File: src/rtl/mips_pc_pkg.sv
// ============================================================================
// Module : mips_pc_pkg
// Brief  : Shared widths, reset default and sequencer state encoding.
// Rev    : 1.0
// ============================================================================
`default_nettype none

package mips_pc_pkg;
  localparam int PC_W      = 32;
  localparam int JTARGET_W = 26;
  localparam int BOFF_W    = 16;
  localparam logic [PC_W-1:0] RESET_PC_DEFAULT = 32'h0000_0000;

  typedef enum logic [0:0] {
    NORMAL = 1'b0,
    SLOT   = 1'b1
  } pc_state_e;
endpackage

`default_nettype wire

File: src/rtl/mips_next_pc_if.sv
// ============================================================================
// Module : mips_next_pc_if
// Brief  : Control-side request bundle and PC-side results of the sequencer.
// Rev    : 1.0
// ============================================================================
`default_nettype none

interface mips_next_pc_if;
  import mips_pc_pkg::*;

  logic                 stall;
  logic                 jump;
  logic [JTARGET_W-1:0] jump_target;
  logic                 branch;
  logic [BOFF_W-1:0]    branch_offset;
  logic                 jr;
  logic [PC_W-1:0]      jr_addr;
  logic [PC_W-1:0]      pc;
  logic [PC_W-1:0]      pc_plus4;
  logic                 in_slot;
  logic                 align_err;
  logic                 slot_violation;

  modport master (
    output stall, jump, jump_target, branch, branch_offset, jr, jr_addr,
    input  pc, pc_plus4, in_slot, align_err, slot_violation
  );

  modport slave (
    input  stall, jump, jump_target, branch, branch_offset, jr, jr_addr,
    output pc, pc_plus4, in_slot, align_err, slot_violation
  );
endinterface

`default_nettype wire

File: src/rtl/mips_pc_target.sv
// ============================================================================
// Module : mips_pc_target
// Brief  : Combinational successor candidates and jr > jump > branch > seq pick.
// Rev    : 1.0
// ============================================================================
`default_nettype none

module mips_pc_target
  import mips_pc_pkg::*;
(
  input  logic [PC_W-1:0]      pc_i,
  input  logic                 jump_i,
  input  logic [JTARGET_W-1:0] jump_target_i,
  input  logic                 branch_i,
  input  logic [BOFF_W-1:0]    branch_offset_i,
  input  logic                 jr_i,
  input  logic [PC_W-1:0]      jr_addr_i,
  output logic [PC_W-1:0]      pc_plus4_o,
  output logic [PC_W-1:0]      tgt_o,
  output logic                 redirect_o,
  output logic                 misalign_o
);
  logic [PC_W-1:0] w_br;
  logic [PC_W-1:0] w_j;
  logic [PC_W-1:0] w_jra;

  assign pc_plus4_o = pc_i + PC_W'(4);
  assign w_br  = pc_plus4_o + {{(PC_W-BOFF_W-2){branch_offset_i[BOFF_W-1]}},
                               branch_offset_i, 2'b00};
  // Jump region comes from the delay-slot address, not the jump itself.
  assign w_j   = {pc_plus4_o[PC_W-1:PC_W-4], jump_target_i, 2'b00};
  assign w_jra = {jr_addr_i[PC_W-1:2], 2'b00};

  assign redirect_o = jr_i | jump_i | branch_i;
  assign misalign_o = jr_i & (|jr_addr_i[1:0]);

  always_comb begin
    tgt_o = pc_plus4_o;
    if (jr_i)          tgt_o = w_jra;
    else if (jump_i)   tgt_o = w_j;
    else if (branch_i) tgt_o = w_br;
  end
endmodule

`default_nettype wire

File: src/rtl/mips_next_pc.sv
// ============================================================================
// Module : mips_next_pc
// Brief  : PC register and redirect sequencing; MIPS_DELAY_SLOT_EN adds the
//          branch-delay-slot FSM, slot_target latch and slot_violation flag.
// Rev    : 1.0
// ============================================================================
`default_nettype none

module mips_next_pc
  import mips_pc_pkg::*;
#(
  parameter logic [PC_W-1:0] RESET_PC = RESET_PC_DEFAULT
) (
  input  logic           clk,
  input  logic           rst_n,
  mips_next_pc_if.slave  ctl_if
);
  logic [PC_W-1:0] pc_q;
  logic            align_err_q;
  logic [PC_W-1:0] w_pc_plus4;
  logic [PC_W-1:0] w_tgt;
  logic            w_redirect;
  logic            w_misalign;

  mips_pc_target u_target (
    .pc_i            (pc_q),
    .jump_i          (ctl_if.jump),
    .jump_target_i   (ctl_if.jump_target),
    .branch_i        (ctl_if.branch),
    .branch_offset_i (ctl_if.branch_offset),
    .jr_i            (ctl_if.jr),
    .jr_addr_i       (ctl_if.jr_addr),
    .pc_plus4_o      (w_pc_plus4),
    .tgt_o           (w_tgt),
    .redirect_o      (w_redirect),
    .misalign_o      (w_misalign)
  );

  assign ctl_if.pc        = pc_q;
  assign ctl_if.pc_plus4  = w_pc_plus4;
  assign ctl_if.align_err = align_err_q;

`ifdef MIPS_DELAY_SLOT_EN
  pc_state_e       state_q;
  logic [PC_W-1:0] slot_target_q;
  logic            slot_violation_q;

  always_ff @(posedge clk or negedge rst_n) begin
    if (!rst_n) begin
      pc_q             <= RESET_PC;
      state_q          <= NORMAL;
      slot_target_q    <= '0;
      align_err_q      <= 1'b0;
      slot_violation_q <= 1'b0;
    end else if (ctl_if.stall) begin
      align_err_q      <= 1'b0;
      slot_violation_q <= 1'b0;
    end else begin
      align_err_q      <= w_misalign;
      slot_violation_q <= 1'b0;
      case (state_q)
        NORMAL: begin
          pc_q <= w_pc_plus4;
          if (w_redirect) begin
            slot_target_q <= w_tgt;
            state_q       <= SLOT;
          end
        end
        SLOT: begin
          // First redirect wins; anything requested from the slot is dropped.
          pc_q             <= slot_target_q;
          state_q          <= NORMAL;
          slot_violation_q <= w_redirect;
        end
        default: state_q <= NORMAL;
      endcase
    end
  end

  assign ctl_if.in_slot        = (state_q == SLOT);
  assign ctl_if.slot_violation = slot_violation_q;
`else
  logic [PC_W-1:0] pc_d;

  assign pc_d = w_redirect ? w_tgt : w_pc_plus4;

  always_ff @(posedge clk or negedge rst_n) begin
    if (!rst_n) begin
      pc_q        <= RESET_PC;
      align_err_q <= 1'b0;
    end else if (ctl_if.stall) begin
      align_err_q <= 1'b0;
    end else begin
      pc_q        <= pc_d;
      align_err_q <= w_misalign;
    end
  end

  assign ctl_if.in_slot        = 1'b0;
  assign ctl_if.slot_violation = 1'b0;
`endif
endmodule

`default_nettype wire
File: src/flat_wrapper.sv
// flat-port wrapper written by rule: the top's interface ports become plain ports
module mips_next_pc_flat import mips_pc_pkg::*;
#(
  parameter logic [PC_W-1:0] RESET_PC = RESET_PC_DEFAULT
)
  (clk, rst_n, ctl_if_stall, ctl_if_jump, ctl_if_jump_target, ctl_if_branch, ctl_if_branch_offset, ctl_if_jr, ctl_if_jr_addr, ctl_if_pc, ctl_if_pc_plus4, ctl_if_in_slot, ctl_if_align_err, ctl_if_slot_violation);
  mips_next_pc_if ctl_if_i ();
  input  logic clk;
  input  logic rst_n;
  input wire logic [$bits(ctl_if_i.stall)-1:0] ctl_if_stall;
  input wire logic [$bits(ctl_if_i.jump)-1:0] ctl_if_jump;
  input wire logic [$bits(ctl_if_i.jump_target)-1:0] ctl_if_jump_target;
  input wire logic [$bits(ctl_if_i.branch)-1:0] ctl_if_branch;
  input wire logic [$bits(ctl_if_i.branch_offset)-1:0] ctl_if_branch_offset;
  input wire logic [$bits(ctl_if_i.jr)-1:0] ctl_if_jr;
  input wire logic [$bits(ctl_if_i.jr_addr)-1:0] ctl_if_jr_addr;
  output wire logic [$bits(ctl_if_i.pc)-1:0] ctl_if_pc;
  output wire logic [$bits(ctl_if_i.pc_plus4)-1:0] ctl_if_pc_plus4;
  output wire logic [$bits(ctl_if_i.in_slot)-1:0] ctl_if_in_slot;
  output wire logic [$bits(ctl_if_i.align_err)-1:0] ctl_if_align_err;
  output wire logic [$bits(ctl_if_i.slot_violation)-1:0] ctl_if_slot_violation;
  assign ctl_if_i.stall = ctl_if_stall;
  assign ctl_if_i.jump = ctl_if_jump;
  assign ctl_if_i.jump_target = ctl_if_jump_target;
  assign ctl_if_i.branch = ctl_if_branch;
  assign ctl_if_i.branch_offset = ctl_if_branch_offset;
  assign ctl_if_i.jr = ctl_if_jr;
  assign ctl_if_i.jr_addr = ctl_if_jr_addr;
  assign ctl_if_pc = ctl_if_i.pc;
  assign ctl_if_pc_plus4 = ctl_if_i.pc_plus4;
  assign ctl_if_in_slot = ctl_if_i.in_slot;
  assign ctl_if_align_err = ctl_if_i.align_err;
  assign ctl_if_slot_violation = ctl_if_i.slot_violation;
  mips_next_pc #(.RESET_PC(RESET_PC)) u_core (.clk(clk), .rst_n(rst_n), .ctl_if(ctl_if_i));
endmodule
File: config.mk
export PLATFORM = sky130hd
export DESIGN_NAME = mips_next_pc_flat
export DESIGN_NICKNAME = d
export VERILOG_FILES = /design/src/rtl/mips_pc_pkg.sv /design/src/rtl/mips_next_pc_if.sv /design/src/rtl/mips_pc_target.sv /design/src/rtl/mips_next_pc.sv /design/src/flat_wrapper.sv
export SDC_FILE = /design/constraint.sdc
export NUM_CORES = 1
export LEC_CHECK = 0
export CORE_ASPECT_RATIO = 0.9
export CORE_MARGIN = 2
export CORE_UTILIZATION = 51
export DETAILED_ROUTE_END_ITERATION = 8
export PLACE_DENSITY = 0.89
export SKIP_CTS_REPAIR_TIMING = 1
export SLEW_MARGIN = 25
export SYNTH_ARGS = -nofsm -noshare
export SYNTH_HDL_FRONTEND = slang
export SYNTH_SLANG_ARGS = --single-unit
File: constraint.sdc
create_clock -name clk -period 8.3 [get_ports clk]
set_input_delay 2.49 -clock clk [delete_from_list [all_inputs] [get_ports clk]]
set_output_delay 2.49 -clock clk [all_outputs]
set_load 0.005 [all_outputs]
==> impl_metrics.tcl <==
set metrics [dict create \
    grt_pass1_vias 4808 \
    post_drt_wl_per_cell_um 19.9 \
    postPlaceCellArea_um2 5660 \
    cts.reportedPaths.clkPinSlew_ps 80 \
    pwr-share-seq_pct 23.4 \
    grt_max_degree 50 \
    diodes 0 \
    gp_congestion 1.02 \
    tritoncts "yes" \
    synth_seq_cells 31 \
    antenna_found_initial 0 \
    synthFlopType "dfrtp_1" \
    core-area_um2 8030 \
    dieArea_um2 9030 \
    area_delta_synth_final_pct 35.9 \
    yosysTopAreaCell "dfrtp_1" \
    rsz0062_at_grt "false" \
    tns_ps 0 \
    synth_cell_type_count 63 \
    p_clk_share_pct 14.1 \
    drtIter0Drc 460 \
    yosys_warnings 0 \
    port-buffer-count 140 \
    period_share_pct 68.7 \
    clock.fmax_mhz 175 \
    r2r_end "u_core.ctl_if.pc[29]$_DFFE_PN0N_" \
    clock_latency_ps 290 \
    drive_above_1_share_pct 4.26 \
    dr_wl_met3_mm 1.62 \
    layout_setup_ws_ps 2600 \
    power.density_nw_per_um2 155 \
    synth_most_common_cell "nand2_1" \
    grt.overflow.total 0 \
    clock-root-buffer "clkbuf_8" \
    drt_pass1_iterations 7 \
    wl_met1_mm 6.77 \
    p_sw_share_pct 43.4 \
    cp-end-kind "primary output" \
    whs_ps 526 \
    drc 0 \
    viasPerCell 6.27 \
    syn_area_per_cell_um2 7.26 \
    finClkSkew_ps 6.52 \
    rrSetupSlack_ps 3860 \
    outcome "complete, no violations" \
    startpoint_type "flop" \
    relSlewSlack_pct 33.8 \
    seq_area_frac_synth_pct 18.4 \
    grt_pass1_wl_mm 25.1 \
    rr_worst_depth 13 \
    p_leak_nw 2.39 \
    seqCellArea_um2 776 \
    cp.arrival_ps 3210 \
    crit_fanout 6 \
    synth-async-reset-ratio_pct 100 \
    finalSetupViolCount 0 \
    synth-edff-count 0 \
    ir_drop_mv 0.0822 \
    worstMarginPinSlew_ps 990 \
    drtAntennaViolNets 0 \
    tritoncts.num_buffers 5 \
    start_util_pct 52.6 \
    fin_nets 821 \
    wirelength_mm 16.0 \
    critical_path_class "flop to primary output" \
    crit_start "u_core.ctl_if.pc[2]$_DFFE_PN0N_" \
    p_sw_mw 0.387 \
    hpwl_mm 12.1 \
    internal_power_mw 0.505 \
    p_comb_share_pct 62.5 \
    final_area_um2 5740 \
    hold_path_class "flop to flop" \
    gr-usage-all-layers_pct 35.0 \
    multi_input_area_um2 3260 \
    synthesis.area_um2 4230 \
    dr.max_layer_used "met4" \
    synth_common_cells "nand2_1, a21oi_1, nor2_1" \
    place_ws_ps 2390 \
    clockBufferDepth 2 \
    worstPathRequired_ps 5810 \
    endpoint "ctl_if_pc_plus4[30]" \
    hold_viol 0 \
    synth.top_cells.by_area "dfrtp_1, ha_1, a21oi_1" \
    n_fill_cell 638 \
    maxSlewViolCount 0 \
    io_pins 147 \
    cts.sinks 31 \
    vias 5045 \
    rr_startpoint "u_core.ctl_if.pc[2]$_DFFE_PN0N_" \
    htreeDepth 2 \
    netlist_instances 582 \
    die_x_um 99.9 \
    synth_top_area_share_pct 18.4 \
    drv_cap 0 \
    period_minus_slack_ps 5700 \
    fp.dieH_um 90.4 \
    met2WireLength_mm 7.18 \
    rows 31 \
]
how the worst min path moves through the flow:
stage                                       endpoint                        startpoint  cells after the start
floorplan           u_core.ctl_if.pc[19]$_DFFE_PN0N_  u_core.ctl_if.pc[19]$_DFFE_PN0N_                      2
global placement    u_core.ctl_if.pc[19]$_DFFE_PN0N_  u_core.ctl_if.pc[19]$_DFFE_PN0N_                      2
detailed placement  u_core.ctl_if.pc[19]$_DFFE_PN0N_  u_core.ctl_if.pc[19]$_DFFE_PN0N_                      2
CTS                 u_core.ctl_if.pc[19]$_DFFE_PN0N_  u_core.ctl_if.pc[19]$_DFFE_PN0N_                      2
global route        u_core.ctl_if.pc[19]$_DFFE_PN0N_  u_core.ctl_if.pc[19]$_DFFE_PN0N_                      2
finish              u_core.ctl_if.pc[19]$_DFFE_PN0N_  u_core.ctl_if.pc[19]$_DFFE_PN0N_                      2
logic make-up after synthesis:
family,count (synthesis),share of synthesized area (%)
AND/OR/NAND/NOR,210,23.9
AO/OA/AOI/OAI,194,28.8
XOR/XNOR,53,11.2
buffers and inverters,50,5.00
adder cells (fa/ha/maj),37,11.1
flip-flops,31,18.4
multiplexers,6,1.48
other,1,0.0888
layer usage:
metal | track usage [%] | up-vias
met3 | 7.28 | 36
met2 | 57.7 | 310
li1 | - | 2356
met4 | 10.2 | 0
met5 | 0 | -
met1 | 46.0 | 2343
worst max-delay path, cell delays in order, from the launching register on:
cell and delay (ps):
dfrtp_1 440, ha_1 270, nand3_1 320, nor4_2 680, nand4_1 210, xnor2_1 400, clkdlybuf4s50_1 590
power groups by stage:
stage / logic, mW / registers [mW] / clock network [mW]
2_1_floorplan: 0.327 / 0.206 / 0
3_3_place_gp: 0.535 / 0.209 / 0
3_5_place_dp: 0.545 / 0.210 / 0
4_1_cts: 0.549 / 0.207 / 0.128
5_1_grt: 0.606 / 0.212 / 0.132
6_report: 0.558 / 0.208 / 0.126
registers in the layout (all words and copies together) (netlist names):
signal / cells
u_core.ctl_if.pc: 30
u_core.ctl_if.align_err: 1
per-stage QoR:
step	utilization [%]	cells	power, mW
final	71.5	804	0.892
after global routing	71.5	804	0.950
after CTS	71.5	804	0.885
after detailed placement	70.5	796	0.755
after global placement	70.5	796	0.744
after floorplan	-	587	0.532
cells in the final DEF, fill, tap and decap left out, types with 4 or more instances in the layout:
master / Yosys / routed
nor3_1: 12 / 12
and2_1: 4 / 4
a21oi_1: 59 / 59
o21a_1: 10 / 10
o221ai_1: 5 / 5
a21o_1: 12 / 12
a22oi_1: 5 / 5
nand2_1: 70 / 70
and3_1: 9 / 9
nor2_1: 58 / 58
clkbuf_8: 0 / 5
clkdlybuf4s50_1: 0 / 140
conb_1: 1 / 6
mux2i_1: 4 / 4
ha_1: 36 / 36
a221oi_1: 4 / 4
o21ai_0: 44 / 44
a211oi_1: 10 / 10
and3_2: 5 / 5
a31oi_1: 8 / 8
nand4_1: 9 / 9
buf_4: 6 / 7
xor2_1: 25 / 25
o22ai_1: 8 / 8
nor2b_1: 7 / 7
xnor2_1: 27 / 27
inv_1: 13 / 13
nand3_1: 17 / 17
dfrtp_1: 31 / 31
o211ai_1: 7 / 7
layout make-up:
| type | instances | area share [%] |
|---|---|---|
| well taps | 99 | 2.16 |
| clock buffers | 7 | 1.33 |
| clock inverters | 1 | 0.0872 |
| flip-flops and latches | 31 | 13.5 |
| multi-input cells | 506 | 56.7 |
| inverters | 13 | 0.850 |
| repair buffers | 147 | 25.3 |
Note: power is estimated with default switching activity, not from simulation.
